===== src/rtl/alu_seq_pkg.sv =====
`default_nettype none
// ============================================================================
// Module  : alu_seq_pkg
// Purpose : Shared constants for the sequential ALU: opcode encodings, flag
//           bit positions inside the {N,Z,V,C} flag word, FSM state codes
//           and the active-low seven-segment glyph table.
// Ports   : none (package)
// Rev     : 1.0  initial release
// ============================================================================
package alu_seq_pkg;

  // Opcodes; 0xD..0xF all decode as PASS A, OP_PASS names the first of them.
  localparam logic [3:0] OP_ADD  = 4'h0;
  localparam logic [3:0] OP_SUB  = 4'h1;
  localparam logic [3:0] OP_DEC  = 4'h2;
  localparam logic [3:0] OP_INC  = 4'h3;
  localparam logic [3:0] OP_AND  = 4'h4;
  localparam logic [3:0] OP_OR   = 4'h5;
  localparam logic [3:0] OP_XOR  = 4'h6;
  localparam logic [3:0] OP_NOT  = 4'h7;
  localparam logic [3:0] OP_SHL  = 4'h8;
  localparam logic [3:0] OP_SHR  = 4'h9;
  localparam logic [3:0] OP_ASR  = 4'hA;
  localparam logic [3:0] OP_MUL  = 4'hB;
  localparam logic [3:0] OP_CMP  = 4'hC;
  localparam logic [3:0] OP_PASS = 4'hD;

  // Bit positions inside the flag word {N,Z,V,C}.
  localparam int FLAG_N = 3;
  localparam int FLAG_Z = 2;
  localparam int FLAG_V = 1;
  localparam int FLAG_C = 0;

  // FSM state encoding.
  localparam logic [0:0] ST_IDLE = 1'b0;
  localparam logic [0:0] ST_MULT = 1'b1;

  // Active-low segments {g,f,e,d,c,b,a} for hex digits 0..F.
  localparam logic [6:0] SEG_TABLE [16] = '{
    7'b1000000,  // 0
    7'b1111001,  // 1
    7'b0100100,  // 2
    7'b0110000,  // 3
    7'b0011001,  // 4
    7'b0010010,  // 5
    7'b0000010,  // 6
    7'b1111000,  // 7
    7'b0000000,  // 8
    7'b0010000,  // 9
    7'b0001000,  // A
    7'b0000011,  // b
    7'b1000110,  // C
    7'b0100001,  // d
    7'b0000110,  // E
    7'b0001110   // F
  };

endpackage
`default_nettype wire


===== src/rtl/alu_seq_if.sv =====
`default_nettype none
// ============================================================================
// Module  : alu_seq_if
// Purpose : Request/response bundle of the sequential ALU.
// Ports   : in_valid/in_ready handshake, op, a, b, use_acc (request side);
//           out_valid, result, flags {N,Z,V,C}, hex (response side).
//           master = stimulus side, slave = ALU side.
// Rev     : 1.0  initial release
// ============================================================================
interface alu_seq_if #(
  parameter int W    = 8,
  parameter int NDIG = W / 4
);
  logic               in_valid;
  logic               in_ready;
  logic [3:0]         op;
  logic [W-1:0]       a;
  logic [W-1:0]       b;
  logic               use_acc;
  logic               out_valid;
  logic [W-1:0]       result;
  logic [3:0]         flags;
  logic [7*NDIG-1:0]  hex;

  modport master (
    output in_valid, op, a, b, use_acc,
    input  in_ready, out_valid, result, flags, hex
  );

  modport slave (
    input  in_valid, op, a, b, use_acc,
    output in_ready, out_valid, result, flags, hex
  );
endinterface
`default_nettype wire


===== src/rtl/alu_seq_hex7seg.sv =====
`default_nettype none
// ============================================================================
// Module  : hex7seg
// Purpose : Combinational 4-bit to active-low seven-segment decoder.
// Ports   : nib  in  4  hex nibble
//           seg  out 7  segments {g,f,e,d,c,b,a}, active-low
// Rev     : 1.0  initial release
// ============================================================================
module hex7seg
  import alu_seq_pkg::*;
(
  input  wire logic [3:0] nib,
  output logic      [6:0] seg
);

  always_comb begin
    seg = SEG_TABLE[0];
    case (nib)
      4'h0:    seg = SEG_TABLE[0];
      4'h1:    seg = SEG_TABLE[1];
      4'h2:    seg = SEG_TABLE[2];
      4'h3:    seg = SEG_TABLE[3];
      4'h4:    seg = SEG_TABLE[4];
      4'h5:    seg = SEG_TABLE[5];
      4'h6:    seg = SEG_TABLE[6];
      4'h7:    seg = SEG_TABLE[7];
      4'h8:    seg = SEG_TABLE[8];
      4'h9:    seg = SEG_TABLE[9];
      4'hA:    seg = SEG_TABLE[10];
      4'hB:    seg = SEG_TABLE[11];
      4'hC:    seg = SEG_TABLE[12];
      4'hD:    seg = SEG_TABLE[13];
      4'hE:    seg = SEG_TABLE[14];
      4'hF:    seg = SEG_TABLE[15];
      default: seg = SEG_TABLE[0];
    endcase
  end

endmodule
`default_nettype wire


===== src/rtl/alu_seq.sv =====
`default_nettype none
// ============================================================================
// Module  : alu_seq
// Purpose : Registered ALU with valid/ready request handshake. Single-cycle
//           ops complete at the accept edge; MUL runs as a W-step shift-add.
//           Result and {N,Z,V,C} flags are held and the result is decoded to
//           active-low seven-segment digits.
// Ports   : clk   in  rising-edge clock
//           rst   in  asynchronous active-high reset
//           bus   alu_seq_if.slave  (request handshake, operands, result,
//                 flags, hex digits)
// Rev     : 1.0  initial release
// ============================================================================
module alu_seq
  import alu_seq_pkg::*;
#(
  parameter int W    = 8,
  parameter int NDIG = W / 4
) (
  input  wire logic  clk,
  input  wire logic  rst,
  alu_seq_if.slave   bus
);

  localparam int CNT_W = (W > 1) ? $clog2(W) : 1;

  // Architectural state
  logic [0:0]       r_state;
  logic [0:0]       w_state_next;
  logic [W-1:0]     r_result;
  logic [3:0]       r_flags;
  logic             r_out_valid;

  // Multiplier state: r_prod low half starts as the multiplier and is
  // consumed one bit per step while the product grows into the high half.
  logic [W-1:0]     r_mcand;
  logic [2*W-1:0]   r_prod;
  logic [CNT_W-1:0] r_cnt;

  logic             w_in_ready;
  logic             w_accept;
  logic [W-1:0]     w_opa;
  logic [W-1:0]     w_opb;
  logic [W:0]       w_sum;
  logic [W:0]       w_diff;
  logic [W-1:0]     w_val;
  logic             w_wr;
  logic             w_c;
  logic             w_v;
  logic [3:0]       w_flags;
  logic [W:0]       w_mstep;
  logic [2*W-1:0]   w_prod_next;
  logic             w_mul_last;
  logic             w_mul_hi;
  logic [7*NDIG-1:0] w_hex;

  // -------------------------------------------------------------------------
  // Operand selection and single-cycle datapath
  // -------------------------------------------------------------------------
  assign w_accept = bus.in_valid && w_in_ready;
  // Accumulator chaining reads the value held before the accept edge.
  assign w_opa    = bus.use_acc ? r_result : bus.a;
  assign w_opb    = ((bus.op == OP_INC) || (bus.op == OP_DEC)) ? W'(1) : bus.b;
  assign w_sum    = {1'b0, w_opa} + {1'b0, w_opb};
  // Top bit of the extended difference is the unsigned borrow.
  assign w_diff   = {1'b0, w_opa} - {1'b0, w_opb};

  always_comb begin
    w_val = w_opa;
    w_wr  = 1'b1;
    w_c   = 1'b0;
    w_v   = 1'b0;
    case (bus.op)
      OP_ADD, OP_INC: begin
        w_val = w_sum[W-1:0];
        w_c   = w_sum[W];
        w_v   = (w_opa[W-1] == w_opb[W-1]) && (w_sum[W-1] != w_opa[W-1]);
      end
      OP_SUB, OP_DEC, OP_CMP: begin
        w_val = w_diff[W-1:0];
        w_c   = w_diff[W];
        w_v   = (w_opa[W-1] != w_opb[W-1]) && (w_diff[W-1] != w_opa[W-1]);
        // CMP only reports flags; the held result stays untouched.
        w_wr  = (bus.op != OP_CMP);
      end
      OP_AND: w_val = w_opa & bus.b;
      OP_OR:  w_val = w_opa | bus.b;
      OP_XOR: w_val = w_opa ^ bus.b;
      OP_NOT: w_val = ~w_opa;
      OP_SHL: begin
        w_val = {w_opa[W-2:0], 1'b0};
        w_c   = w_opa[W-1];
      end
      OP_SHR: begin
        w_val = {1'b0, w_opa[W-1:1]};
        w_c   = w_opa[0];
      end
      OP_ASR: begin
        w_val = {w_opa[W-1], w_opa[W-1:1]};
        w_c   = w_opa[0];
      end
      default: w_val = w_opa;
    endcase
  end

  assign w_flags[FLAG_N] = w_val[W-1];
  assign w_flags[FLAG_Z] = (w_val == '0);
  assign w_flags[FLAG_V] = w_v;
  assign w_flags[FLAG_C] = w_c;

  // -------------------------------------------------------------------------
  // Shift-add multiply step
  // -------------------------------------------------------------------------
  assign w_mstep     = {1'b0, r_prod[2*W-1:W]} + (r_prod[0] ? {1'b0, r_mcand} : '0);
  assign w_prod_next = {w_mstep, r_prod[W-1:1]};
  assign w_mul_last  = (r_cnt == CNT_W'(W - 1));
  assign w_mul_hi    = |w_prod_next[2*W-1:W];

  // -------------------------------------------------------------------------
  // FSM: state register / next-state / outputs
  // -------------------------------------------------------------------------
  always_ff @(posedge clk or posedge rst) begin
    if (rst) begin
      r_state <= ST_IDLE;
    end else begin
      r_state <= w_state_next;
    end
  end

  always_comb begin
    w_state_next = r_state;
    case (r_state)
      ST_IDLE: if (w_accept && (bus.op == OP_MUL)) w_state_next = ST_MULT;
      ST_MULT: if (w_mul_last)                     w_state_next = ST_IDLE;
      default: w_state_next = ST_IDLE;
    endcase
  end

  always_comb begin
    w_in_ready = (r_state == ST_IDLE);
  end

  // -------------------------------------------------------------------------
  // Result, flags and multiplier registers
  // -------------------------------------------------------------------------
  always_ff @(posedge clk or posedge rst) begin
    if (rst) begin
      r_result    <= '0;
      r_flags     <= '0;
      r_out_valid <= 1'b0;
      r_mcand     <= '0;
      r_prod      <= '0;
      r_cnt       <= '0;
    end else begin
      r_out_valid <= 1'b0;
      if (r_state == ST_IDLE) begin
        if (w_accept) begin
          if (bus.op == OP_MUL) begin
            r_mcand <= w_opa;
            r_prod  <= {{W{1'b0}}, bus.b};
            r_cnt   <= '0;
          end else begin
            if (w_wr) r_result <= w_val;
            r_flags     <= w_flags;
            r_out_valid <= 1'b1;
          end
        end
      end else begin
        r_prod <= w_prod_next;
        r_cnt  <= r_cnt + CNT_W'(1);
        if (w_mul_last) begin
          r_result       <= w_prod_next[W-1:0];
          r_flags[FLAG_N] <= w_prod_next[W-1];
          r_flags[FLAG_Z] <= (w_prod_next[W-1:0] == '0);
          r_flags[FLAG_V] <= w_mul_hi;
          r_flags[FLAG_C] <= w_mul_hi;
          r_out_valid    <= 1'b1;
        end
      end
    end
  end

  // -------------------------------------------------------------------------
  // Seven-segment digits, combinational from the held result
  // -------------------------------------------------------------------------
  for (genvar gi = 0; gi < NDIG; gi++) begin : g_digit
    hex7seg u_hex7seg (
      .nib (r_result[4*gi+3:4*gi]),
      .seg (w_hex[7*gi+6:7*gi])
    );
  end

  assign bus.in_ready  = w_in_ready;
  assign bus.out_valid = r_out_valid;
  assign bus.result    = r_result;
  assign bus.flags     = r_flags;
  assign bus.hex       = w_hex;

endmodule
`default_nettype wire


===== src/flat_wrapper.sv =====
// flat-port wrapper written by rule: the top's interface ports become plain ports
module alu_seq_flat import alu_seq_pkg::*;
#(
  parameter int W    = 8,
  parameter int NDIG = W / 4
)
  (clk, rst, bus_in_valid, bus_op, bus_a, bus_b, bus_use_acc, bus_in_ready, bus_out_valid, bus_result, bus_flags, bus_hex);
  alu_seq_if #(.W(W), .NDIG(NDIG)) bus_i ();
  input  wire logic clk;
  input  wire logic rst;
  input wire logic [$bits(bus_i.in_valid)-1:0] bus_in_valid;
  input wire logic [$bits(bus_i.op)-1:0] bus_op;
  input wire logic [$bits(bus_i.a)-1:0] bus_a;
  input wire logic [$bits(bus_i.b)-1:0] bus_b;
  input wire logic [$bits(bus_i.use_acc)-1:0] bus_use_acc;
  output wire logic [$bits(bus_i.in_ready)-1:0] bus_in_ready;
  output wire logic [$bits(bus_i.out_valid)-1:0] bus_out_valid;
  output wire logic [$bits(bus_i.result)-1:0] bus_result;
  output wire logic [$bits(bus_i.flags)-1:0] bus_flags;
  output wire logic [$bits(bus_i.hex)-1:0] bus_hex;
  assign bus_i.in_valid = bus_in_valid;
  assign bus_i.op = bus_op;
  assign bus_i.a = bus_a;
  assign bus_i.b = bus_b;
  assign bus_i.use_acc = bus_use_acc;
  assign bus_in_ready = bus_i.in_ready;
  assign bus_out_valid = bus_i.out_valid;
  assign bus_result = bus_i.result;
  assign bus_flags = bus_i.flags;
  assign bus_hex = bus_i.hex;
  alu_seq #(.W(W), .NDIG(NDIG)) u_core (.clk(clk), .rst(rst), .bus(bus_i));
endmodule

===== config.mk =====
export PLATFORM = sky130hd
export DESIGN_NAME = alu_seq_flat
export DESIGN_NICKNAME = d
export VERILOG_FILES = /design/src/rtl/alu_seq_pkg.sv /design/src/rtl/alu_seq_if.sv /design/src/rtl/alu_seq_hex7seg.sv /design/src/rtl/alu_seq.sv /design/src/flat_wrapper.sv
export SDC_FILE = /design/constraint.sdc
export NUM_CORES = 1
export LEC_CHECK = 0
export ABC_AREA = 1
export ABC_CLOCK_PERIOD_IN_PS = 2670
export CAP_MARGIN = 20
export CORE_MARGIN = 4
export CORE_UTILIZATION = 59
export CTS_BUF_LIST = sky130_fd_sc_hd__clkbuf_8
export CTS_CLUSTER_SIZE = 30
export DETAILED_ROUTE_END_ITERATION = 6
export GPL_ROUTABILITY_DRIVEN = 0
export PLACE_DENSITY = 0.82
export SLEW_MARGIN = 25
export SYNTH_ARGS = -nofsm -noshare
export SYNTH_HDL_FRONTEND = slang
export SYNTH_SLANG_ARGS = --single-unit

===== constraint.sdc =====
create_clock -name clk -period 2.67 [get_ports clk]
set_input_delay 0.4005 -clock clk [delete_from_list [all_inputs] [get_ports clk]]
set_output_delay 0.4005 -clock clk [all_outputs]
set_load 0.02 [all_outputs]

Yosys cells after proc, flatten, opt, wreduce, memory -nomap -nowiden
Memory sizes are Yosys's and may differ from the RTL's.
Cells that the tools add are included.
- logic and storage cells: 86
- ROM bits: 224
- output and inout bits: 28
- memories: 2
- input port bits: 24
- register bits: 41
- bitwise operators: 5
- add/sub/neg operators: 4
- reductions and logical operators: 19
- muxes and demuxes: 29
- equal/unequal tests: 20
- memory list (memory ; words ; width ; read ports ; clocked after Yosys merged registers in ; wr ports ; line ; RTL):
    (no name shown) ; 16 ; 7 ; 1 ; 0 ; 0 ; alu_seq_hex7seg.sv:18 ; case (nib)
    (no name shown) ; 16 ; 7 ; 1 ; 0 ; 0 ; alu_seq_hex7seg.sv:18 ;
- operators by type and width (cell ; count):
    $pmux 8 s9 ; 1
    $mux 8 ; 8
    $mux 16 ; 3
    $eq 4x4->1 const B ; 5
    $eq 4x3->1 const B ; 4
    $logic_not 8->1 ; 2
    $mux 4 ; 4
    $add 8x8->9 ; 1
    $add 8x9->9 ; 1
    $mux 3 ; 3
    $sub 8x8->9 ; 1
    $and 8x8->8 ; 1
    $eq 4x2->1 const B ; 2
    $not 8->8 ; 1
    $or 8x8->8 ; 1
    $reduce_or 8->1 ; 1
    $xor 8x8->8 ; 1
    $mux 1 ; 7
    $reduce_and 3->1 ; 2
    $reduce_bool 2->1 ; 3
    $eq 4x1->1 const B ; 1
    $logic_and 1x1->1 ; 4
    $logic_not 4->1 ; 1
    $ne 4x4->1 const B ; 1
    14 further kinds ; 18

Longest topological paths before layout
Gate-level depths: netlist (run 1).
- depth in word-level cells: 10
- mapped depth: 20
- gate-level depth less buffers: 19

Cells and area by module
From an unflattened synthesis (run 1), not the netlist that was laid out.
- cells, all modules: 684
- area total of the unflattened synthesis: 4490.6 um^2
- by module, submodules not included (module ; instances ; seq. area each (um^2) ; cells an instance ; area each (um^2)):
    alu_seq ; 1 ; 1026.0 ; 586 ; 3938.8
    hex7seg at u_core.g_digit[0].u_hex7seg ; 1 ; 0.0 ; 49 ; 277.8
    hex7seg at u_core.g_digit[1].u_hex7seg ; 1 ; 0.0 ; 49 ; 274.0

Least setup slack after synthesis (run 1)
No wires, ideal clock.
- path kind: register -> register
- start point: reg u_core.r_result[0], in the netlist u_core.bus.result[0]
- end point: reg u_core.r_flags[2], in the netlist u_core.bus.flags[2]
- stages on the path, launching flop included: 17
- clock period less this slack: 2.481 ns
- slack: 0.189 ns
- library setup time: 0.077 ns
- required time: 2.593 ns
- arrival: 2.404 ns
- buffers on the path: 0
- cell sequence: dfrtp_1 -> inv_1 -> o21ai_2 -> inv_1 -> ha_1 -> fa_1 -> inv_1 -> nand3_1 -> nand3_1 -> nand2_1 -> nand3_1 -> nand3_1 -> nand2_1 -> nand2_1 -> nor2_1 -> nand3_1 -> a21oi_1
- longest elaborated chain between the ends: 7
- elaborated cells on any way between the ends: 12
- those cells by class: add/sub (2); mux (5); bitwise (4); reduce/logical (1)
- ends and longest elaborated chain (element ; line ; RTL):
    start: declaration ; alu_seq.sv:30 ; logic [W-1:0] r_result;
    start signal: assignment ; alu_seq.sv:163 ; if (w_wr) r_result <= w_val;
    start signal: assignment ; alu_seq.sv:172 ; r_result <= w_prod_next[W-1:0];
    $mux 8 (*) ; alu_seq.sv:62 ; assign w_opa = bus.use_acc ? r_result : bus.a;
    net u_core.w_opa[0] ; alu_seq.sv:42 ; logic [W-1:0] w_opa;
    $sub 8x8->9, or another cell as far along ; alu_seq.sv:66 ; assign w_diff = {1'b0, w_opa} - {1'b0, w_opb};
    $pmux 8 s9 (*) ; alu_seq.sv:73 ; case (bus.op)
    $logic_not 8->1 (*) ; alu_seq.sv:107 ; assign w_flags[FLAG_Z] = (w_val == '0);
    $mux 4 (*) ; alu_seq.sv:158 ; if (bus.op == OP_MUL) begin
    $mux 4 (*) ; alu_seq.sv:157 ; if (w_accept) begin
    $mux 4 (*) ; alu_seq.sv:156 ; if (r_state == ST_IDLE) begin
    end signal: assignment ; alu_seq.sv:164 ; r_flags <= w_flags;
    end signal: indexed assignment ; alu_seq.sv:173 ; r_flags[FLAG_N] <= w_prod_next[W-1];
    end signal: indexed assignment ; alu_seq.sv:174 ; r_flags[FLAG_Z] <= (w_prod_next[W-1:0] == '0);
    end: declaration ; alu_seq.sv:31 ; logic [3:0] r_flags;
Mark *: on every way through the listed nets, which the timed path passes. The rest lies on a longest branch. The select of a mux whose other input is x is not followed.
A chain may end at the register's enable or synchronous reset.

Worst setup path in the final report (run 1)
- start point: reg u_core.r_result[7], in the netlist u_core.bus.result[7]
- end point: out bus_hex[9]
- longest elaborated chain between the ends: 1
- ends and longest elaborated chain (element ; line ; RTL):
    $mem_v2 16x7 ; -- ;
    end: declaration ; flat_wrapper.sv:20 ; output wire logic [$bits(bus_i.hex)-1:0] bus_hex;
No other way between the ends.

==> results.md, run 1 <==
* Status: finished, violations left
* Failing checks: DRC
* Cell Chain, Critical Path: inv_1 > o31ai_1 > clkdlybuf4s50_1
* Fin crit period at 2.58 ns
* Drt pass-1 iters at 7
* Post-layout nets at 925
* TritonCTS Buffers at 5
* Slew HR at between 50% and 60%
* Post-synth EDFFs at 0
* Fin cells at 943
* Global route overflow at 0
* Syn avg cell area at about 6.4 um^2
* Adder-Cell Fraction of Synth Area at 16.8%
* CP peak stage delay at about 0.67 ns
* Cell with the most instances after synthesis: nand2_1
* DR vias/cell at 5.85
* Final Hold Fails at 0
* Ys async rst share at between 90% and 100%
* Hold-fix buffers, CTS at 0
* Die height at 94.9 um
* Fin. max-slew vios at 0
* Largest net degree at the start of global routing at 42
* Top-Level Pins at between 50 and 60
* Port bufs at 51
* Skew final at 0.00830 ns
* Synthesis-stage register bit count at 41
* Mux contribution to synthesized area at 0%
* Sink Count at roughly 40
* Worst flop-to-flop path startpoint: u_core.bus.result[7]$_DFFE_PP0P_
* Synth Area in XOR/XNOR at 1.18%
* Setup crit end kind: output pin
* Element type at the critical path start: flop
* Unrepaired setup endpoints after global routing: yes
* First-pass GRT wire length at 24.6 mm
* Drt total wl at 15.6 mm
* Vias at 5520
* Sequential area share after synthesis at 23.0%
* # setup viols final at 0
* Max Cap Viol at 0
* Synth Cell Area at 0.00446 mm^2
* Synth Area in Compound Gates at 15.1%
* Die Area at 0.00901 mm^2
* Final antenna-violating net count at 0
* Post-DR wirelength/cell at 16.5 um
* Syn_nets at between 700 and 800
* GRT Util Overall at 34.7%
* Commonest cells post-synth: nand2_1, inv_1, nor2_1, ha_1, nand3_1
* Reg2Reg Setup Slack at 0.16 ns
* Hold WC Path Type: flop to flop
* Worst Hold Path EP: u_core.bus.flags[0]$_DFFE_PP0P_
* Row count at 31
* Total power at between 0.005 and 0.006 W
* P_leak at 3.28 nW
* Crit-path slowest cell: clkdlybuf4s50_1
* Hold Crit Start: u_core.bus.flags[0]$_DFFE_PP0P_
* Area contributors post-synth: dfrtp_1, nand2_1, ha_1
* Initial antenna violation count at 0
* R2R cell count at 16
* WP data arrival at 2.18 ns
* Worst Path Required at 2.27 ns
* Die X at 94.9 um
* Gate Count Post-Synth at 693
* Final Cycle Share at 96.6%
* Kind of critical path: flop to output pin
* CTS Root Cell: clkbuf_8
* Hold slack at 0.491 ns
* Vias in the first global route at 5448
* Layout cell share with drive strength beyond 1 at 19.5%
* Synth top area share at 23.0%
* CTS tree: built
* Hold Path Stages at 2
* Inst Count DP at 929
* Cell variety after synth at 40
* Core Footprint at 0.00729 mm^2
* Design Area, Final at 0.00608 mm^2
* HPWL after detailed placement at 12.0 mm
* Post-Synth Simple-Gate Area at between 30% and 40%
* Residual DRC count at 5
* H-tree depth at 2
* Clock Path Buffers at 2
* Worst-path fanout max at 10
* Area delta synth->final at 36.3%
* Reg-to-reg endpoint: u_core.bus.flags[2]$_DFFE_PP0P_
* Clk_lat worst skew at 0.30 ns
* Initial core utilization at 61.1%
* Largest family of logic cells by synthesized area: simple AND/OR/NAND/NOR gates
* Worst-margin pin slew at around 0.7 ns
* Synthesis Warnings at 0
* Final Util at between 80% and 90%
* Post-DP Area at 0.00579 mm^2
* Area leader, netlist: dfrtp_1
* Diodes inserted at 0
* Max frequency at 388 MHz
* Max VDD drop at between 0.4 and 0.5 mV
* Drt initial violations at approximately 570
* Main synth FF type: dfrtp_1
* Register clock-pin slew on the reported worst setup and hold paths at 0.08 ns
* Pwr Density at 918 mW/mm^2
## logic make-up (layout without fill, tap and decap cells)
kind of cell	after synthesis	after routing
xor+xnor	6	6
flops	41	41
fa+ha+maj	58	58
buf+inv	114	265
simple gates	359	359
compound gates	115	115
## per-stage QoR
step,setup TNS [ns],worst slack [ns]
floorplan,0,0.189
global placement,-4.79,-0.588
detailed placement,-6.39,-0.727
CTS,0,0.0261
global route,-0.156,-0.0863
finish,0,0.0904
## how the worst max path moves through the flow
| stage | startpoint | endpoint | slack (ns) |
|---|---|---|---|
| 2_1_floorplan | u_core.bus.result[0]$_DFFE_PP0P_ | u_core.bus.flags[2]$_DFFE_PP0P_ | 0.19 |
| 3_5_place_dp | bus_op[3] | u_core.bus.result[6]$_DFFE_PP0P_ | -0.73 |
| 6_report | u_core.bus.result[7]$_DFFE_PP0P_ | bus_hex[9] | 0.09 |
| 4_1_cts | bus_b[0] | u_core.bus.flags[2]$_DFFE_PP0P_ | 0.03 |
| 5_1_grt | bus_op[2] | u_core.bus.flags[2]$_DFFE_PP0P_ | -0.09 |
| 3_3_place_gp | bus_op[3] | u_core.bus.result[6]$_DFFE_PP0P_ | -0.59 |
## critical path, delay by kind of cell, from the launching register on
family | cells | cell delay [ns]
buffers and inverters | 2 | 0.94
flip-flops | 1 | 0.59
AO/OA/AOI/OAI | 1 | 0.36
## flip-flops by register name (all words and copies together) (netlist names)
signal	count
u_core.bus.out_valid	1
u_core.bus.flags	4
u_core.r_state	1
u_core.bus.result	8
u_core.r_prod	16
u_core.r_mcand	8
u_core.r_cnt	3
## metal layers
layer  up-vias  global-route usage, %  part of all wire, %
li1       2558                      -                    -
met1      2528                   42.0                   39
met2       341                   58.9                   47
met3        93                   8.37                  9.4
met4         0                   14.5                  4.7
met5         -                      0                    0
## what timing repair did
item	in CTS	in global routing
resized for setup	23	21
pin swaps	10	3
endpoints found under the setup margin	11	7
setup buffers	6	0
## layout by cell type (no fill, tap or decap), drive strengths merged
| master | synthesis | routed |
|---|---|---|
| clkbuf | 7 | 6 |
| inv | 94 | 94 |
| a31oi | 7 | 7 |
| o311ai | 1 | 1 |
| xor2 | 3 | 3 |
| a32o | 2 | 2 |
| nor3 | 3 | 3 |
| nand4 | 13 | 13 |
| bufinv | 0 | 1 |
| ha | 55 | 55 |
| and2 | 1 | 1 |
| o211ai | 11 | 11 |
| o22ai | 4 | 4 |
| nor3b | 1 | 1 |
| dlygate4sd2 | 0 | 4 |
| o31ai | 2 | 2 |
| nand3 | 55 | 55 |
| nor2 | 74 | 74 |
| a211oi | 1 | 1 |
| clkdlybuf4s50 | 0 | 44 |
| nor4 | 2 | 2 |
| buf | 12 | 111 |
| dlymetal6s2s | 0 | 3 |
| a21oi | 32 | 32 |
| o21bai | 3 | 3 |
| o21ai | 48 | 48 |
| a22o | 3 | 3 |
| clkinv | 1 | 1 |
| a21o | 1 | 1 |
| nand3b | 2 | 2 |
| dfrtp | 41 | 41 |
| fa | 3 | 3 |
| xnor2 | 3 | 3 |
| nand2 | 208 | 208 |
| clkinvlp | 0 | 1 |
## final cells by class
cell class                      instances  area, um^2
Multi-Input combinational cell        538        3100
Timing Repair Buffer                  162        1350
Fill cell                             506        1220
Sequential cell                        41        1030
Inverter                               95         357
Tap cell                               99         124
Clock buffer                            6        82.6
Clock inverter                          2        37.5
## power breakdown
part           internal (W)  switching (W)  total, W  leakage (nW)
Sequential         0.000881       0.000218   0.00110         0.518
Combinational       0.00169        0.00225   0.00394          2.70
Clock              0.000304       0.000232  0.000536        0.0574
No activity file was read; power rests on OpenSTA's default activity.
==> inputs of run 2 (changes only) <==
--- a/config.mk
+++ b/config.mk
@@ -6,10 +6,10 @@
 export NUM_CORES = 1
 export LEC_CHECK = 0
 export ABC_AREA = 1
-export ABC_CLOCK_PERIOD_IN_PS = 2670
+export ABC_CLOCK_PERIOD_IN_PS = 3100
 export CAP_MARGIN = 20
 export CORE_MARGIN = 4
-export CORE_UTILIZATION = 59
+export CORE_UTILIZATION = 60
 export CTS_BUF_LIST = sky130_fd_sc_hd__clkbuf_8
 export CTS_CLUSTER_SIZE = 30
 export DETAILED_ROUTE_END_ITERATION = 6
==> constraint.sdc (replaced) <==
create_clock -name clk -period 3.1 [get_ports clk]
set_input_delay 0.465 -clock clk [delete_from_list [all_inputs] [get_ports clk]]
set_output_delay 0.465 -clock clk [all_outputs]
set_load 0.02 [all_outputs]
==> run 2 against run 1 <==
- the flow still finishes with violations (DRC)
- final area shrank 7.5%
- via count shrank 5.1%
- setup slack lost 0.0023 ns
- core utilization shrank 5.9 points
- non-clock buffer count shrank 48
- sequential power shrank 9.9%
- cell count shrank 5.2%
- largest cell class unchanged
- largest power group unchanged
- highest routed layer unchanged
==> results.md, run 2 (synthesized netlist as in run 1, its figures left out) <==
* Status: finished, violations left (unchanged)
* Failing checks: DRC (unchanged)
* Die Area at 0.00887 mm^2 (was 0.00901 mm^2)
* Max frequency at about 330 MHz
* P_leak at 2.99 nW (was 3.28 nW)
* Initial antenna violation count at 0 (unchanged)
* GRT Util Overall at 32.4% (was 34.7%)
* Layout cell share with drive strength beyond 1 at 12.3% (was 19.5%)
* DR vias/cell at 5.86 (was 5.85)
* Kind of critical path: primary input to flop (was flop to output pin)
* # setup viols final at 0 (unchanged)
* Clock Path Buffers at 2 (unchanged)
* Vias at 5239 (was 5520)
* Min setup slack post-route at 0.0881 ns (was 0.0904 ns)
* Sequential power share at 22.3% (was 19.7%)
* Commonest non-fill, non-tap cells in the layout: nand2_1, inv_1, nor2_1 (was nand2_1, buf_4, inv_1)
* Largest net degree at the start of global routing at 42 (unchanged)
* Residual DRC count at 1 (was 5)
* Max Cap Viol at 0 (unchanged)
* Inst Count DP at 886 (was 929)
* Most common cell after layout, fill and taps aside: nand2_1 (unchanged)
* Skew final at 0.00689 ns (was 0.00830 ns)
* Worst-path fanout max at 6 (was 10)
* Initial core utilization at 61.4% (was 61.1%)
* Final antenna-violating net count at 0 (unchanged)
* TritonCTS Buffers at 5 (unchanged)
* Fin. max-slew vios at 0 (unchanged)
* Sw Share at 49.0% (was 48.5%)
* Worst-margin pin slew at 0.634 ns (was 0.698 ns)
* Post-layout nets at 877 (was 925)
* Register clock-pin slew on the reported worst setup and hold paths at 0.08 ns (about the same)
* Unrepaired setup endpoints after global routing: no (was yes)
* Clock share of power at 9.5% (was 9.6%)
* Core Footprint at 0.00725 mm^2 (was 0.00729 mm^2)
* Design Area, Final at 0.00562 mm^2 (was 0.00608 mm^2)
* Max reg flops at 16 (unchanged)
* Hold Crit Start: u_core.r_mcand[1]$_DFFE_PP0P_ (was u_core.bus.flags[0]$_DFFE_PP0P_)
* Drt initial violations at 645 (was 568)
* Crit-path slowest cell: clkdlybuf4s50_1 (unchanged)
* Post-placement setup slack at -0.414 ns (was -0.727 ns)
* Port bufs at 51 (unchanged)
* Drt total wl at 14.2 mm (was 15.6 mm)
* Worst Path Required at 3.32 ns (was 2.27 ns)
* Int Power at 0.00226 W (was 0.00287 W)
* Final Hold Fails at 0 (unchanged)
* Max VDD drop at 0.341 mV (was 0.417 mV)
* Worst path most repeated cell: nand3_1
* Pwr Density at 790 mW/mm^2 (was 918 mW/mm^2)
* Post-DP Area at 0.00547 mm^2 (was 0.00579 mm^2)
* First-pass GRT wire length at 22.9 mm (was 24.6 mm)
* Worst Hold Path EP: u_core.r_mcand[1]$_DFFE_PP0P_ (was u_core.bus.flags[0]$_DFFE_PP0P_)
* Comb power frac at 68.2% (was 70.7%)
* Final Cycle Share at 97.2%
* Hold WC Path Type: flop to flop (unchanged)
* CTS tree: built (unchanged)
* Setup crit end kind: flop (was output pin)
* Top-Level Pins at 52 (unchanged)
* Post-DR wirelength/cell at 15.9 um (was 16.5 um)
* Clk_lat worst skew at 0.29 ns (was 0.30 ns)
* Row count at 31 (unchanged)
* Cell Chain, Critical Path: clkdlybuf4s50_1 > nor2_1 > inv_2 > nor2_4 > buf_4 > nor2_2 > inv_1 > ha_1 > buf_4 > inv_1 > nand3_1 > nand3_1 > nand3_1 > nor2_1 > nand3_1 > nor2_1 > nand3_1 > a21oi_1 (was inv_1 > o31ai_1 > clkdlybuf4s50_1)
* H-tree depth at 2 (unchanged)
* Hold-fix buffers, CTS at 0 (unchanged)
* HPWL after detailed placement at 11.2 mm (was 12.0 mm)
* Die height at 94.2 um (was 94.9 um)
* Diodes inserted at 0 (unchanged)
* Vias in the first global route at 5000 (was 5448)
* Final Util at 77.5% (was 83.3%)
* Switching power at 0.00218 W (was 0.00271 W)
* Hold Path Stages at 2 (unchanged)
* Slew HR at 57.7% (was 53.4%)
* CTS Root Cell: clkbuf_8 (unchanged)
* Worst flop-to-flop path startpoint: u_core.r_prod[0]$_DFFE_PP0P_ (was u_core.bus.result[7]$_DFFE_PP0P_)
* Element type at the critical path start: primary input (was flop)
* Die X at 94.2 um (was 94.9 um)
* Reg-to-reg endpoint: u_core.bus.flags[0]$_DFFE_PP0P_ (was u_core.bus.flags[2]$_DFFE_PP0P_)
* Reg2Reg Setup Slack at 0.38 ns (was 0.16 ns)
* Sink Count at 41 (unchanged)
* WP data arrival at 3.23 ns (was 2.18 ns)
* Area delta synth->final at 26.1% (was 36.3%)
* Largest reg by FF count: u_core.r_prod (unchanged)
* Fin crit period at 3.01 ns
* Global route overflow at 0 (unchanged)
* CP peak stage delay at 0.41 ns (was 0.67 ns)
* Fin cells at 894 (was 943)
* Drt pass-1 iters at 7 (unchanged)
* R2R cell count at 14 (was 16)
run 2: cell types whose count changed in the layout (fill, tap and decap cells not counted), moves of 4 or more:
cell,change
nand3_2,-4
nor2_1,+6
nor2_2,-6
clkdlybuf4s50_1,+7
buf_4,-47
dlygate4sd2_1,-4
nand3_1,+4
run 2: stage by stage:
stage	hold WS (ns)	power (W)	TNS [ns]
floorplan	0.450	0.00273	0
finish	0.494	0.00444	0
CTS	0.493	0.00437	0
global route	0.510	0.00477	0
detailed placement	0.471	0.00394	-2.59
global placement	0.470	0.00385	-2.16
run 2: worst max path at each step:
| stage | slack [ns] | cells past startpoint | endpoint | start |
|---|---|---|---|---|
| floorplan | 0.57 | 14 | u_core.bus.flags[2]$_DFFE_PP0P_ | bus_op[3] |
| global placement | -0.37 | 18 | u_core.bus.flags[2]$_DFFE_PP0P_ | bus_op[3] |
| detailed placement | -0.41 | 15 | u_core.bus.flags[2]$_DFFE_PP0P_ | bus_op[3] |
| CTS | 0.05 | 15 | u_core.bus.flags[2]$_DFFE_PP0P_ | bus_op[3] |
| global route | 0.0008 | 21 | u_core.bus.flags[2]$_DFFE_PP0P_ | bus_op[2] |
| finish | 0.09 | 18 | u_core.bus.flags[2]$_DFFE_PP0P_ | bus_op[3] |
run 2: routing by layer:
| layer | global-route usage [%] | wire (um) | part of all wire (%) |
|---|---|---|---|
| met1 | 42.1 | 5660 | 40 |
| met2 | 53.5 | 6400 | 45 |
| met3 | 4.57 | 1390 | 9.8 |
| met4 | 14.1 | 755 | 5.3 |
| met5 | 0 | 0 | 0 |
run 2: repair_timing:
action,CTS,global route
endpoints found under the setup margin,5,6
pin swaps,0,4
buffers inserted,0,1
hold endpoints to repair,0,0
resized for setup,2,13
gates cloned,0,0
run 2: critical path, delay by kind of cell:
| kind | cells | cell delay, ns |
|---|---|---|
| compound gates | 1 | 0.15 |
| buf+inv | 6 | 1.01 |
| fa+ha+maj | 1 | 0.25 |
| simple gates | 10 | 1.33 |
run 2: power groups by stage:
| stage | Sequential (W) | Clock [W] | Combinational (W) |
|---|---|---|---|
| after floorplan | 0.000994 | 0 | 0.00173 |
| after global placement | 0.000984 | 0 | 0.00287 |
| after detailed placement | 0.000995 | 0 | 0.00294 |
| after CTS | 0.000987 | 0.000418 | 0.00297 |
| after global routing | 0.00102 | 0.000440 | 0.00331 |
| final | 0.000991 | 0.000421 | 0.00303 |
run 2: final cells by class:
class	instances	area (um^2)
Clock inverter	2	35.0
Sequential cell	41	1030
Clock buffer	5	68.8
Tap cell	99	124
Inverter	95	357
Fill cell	585	1630
Timing Repair Buffer	114	983
Multi-Input combinational cell	538	3030
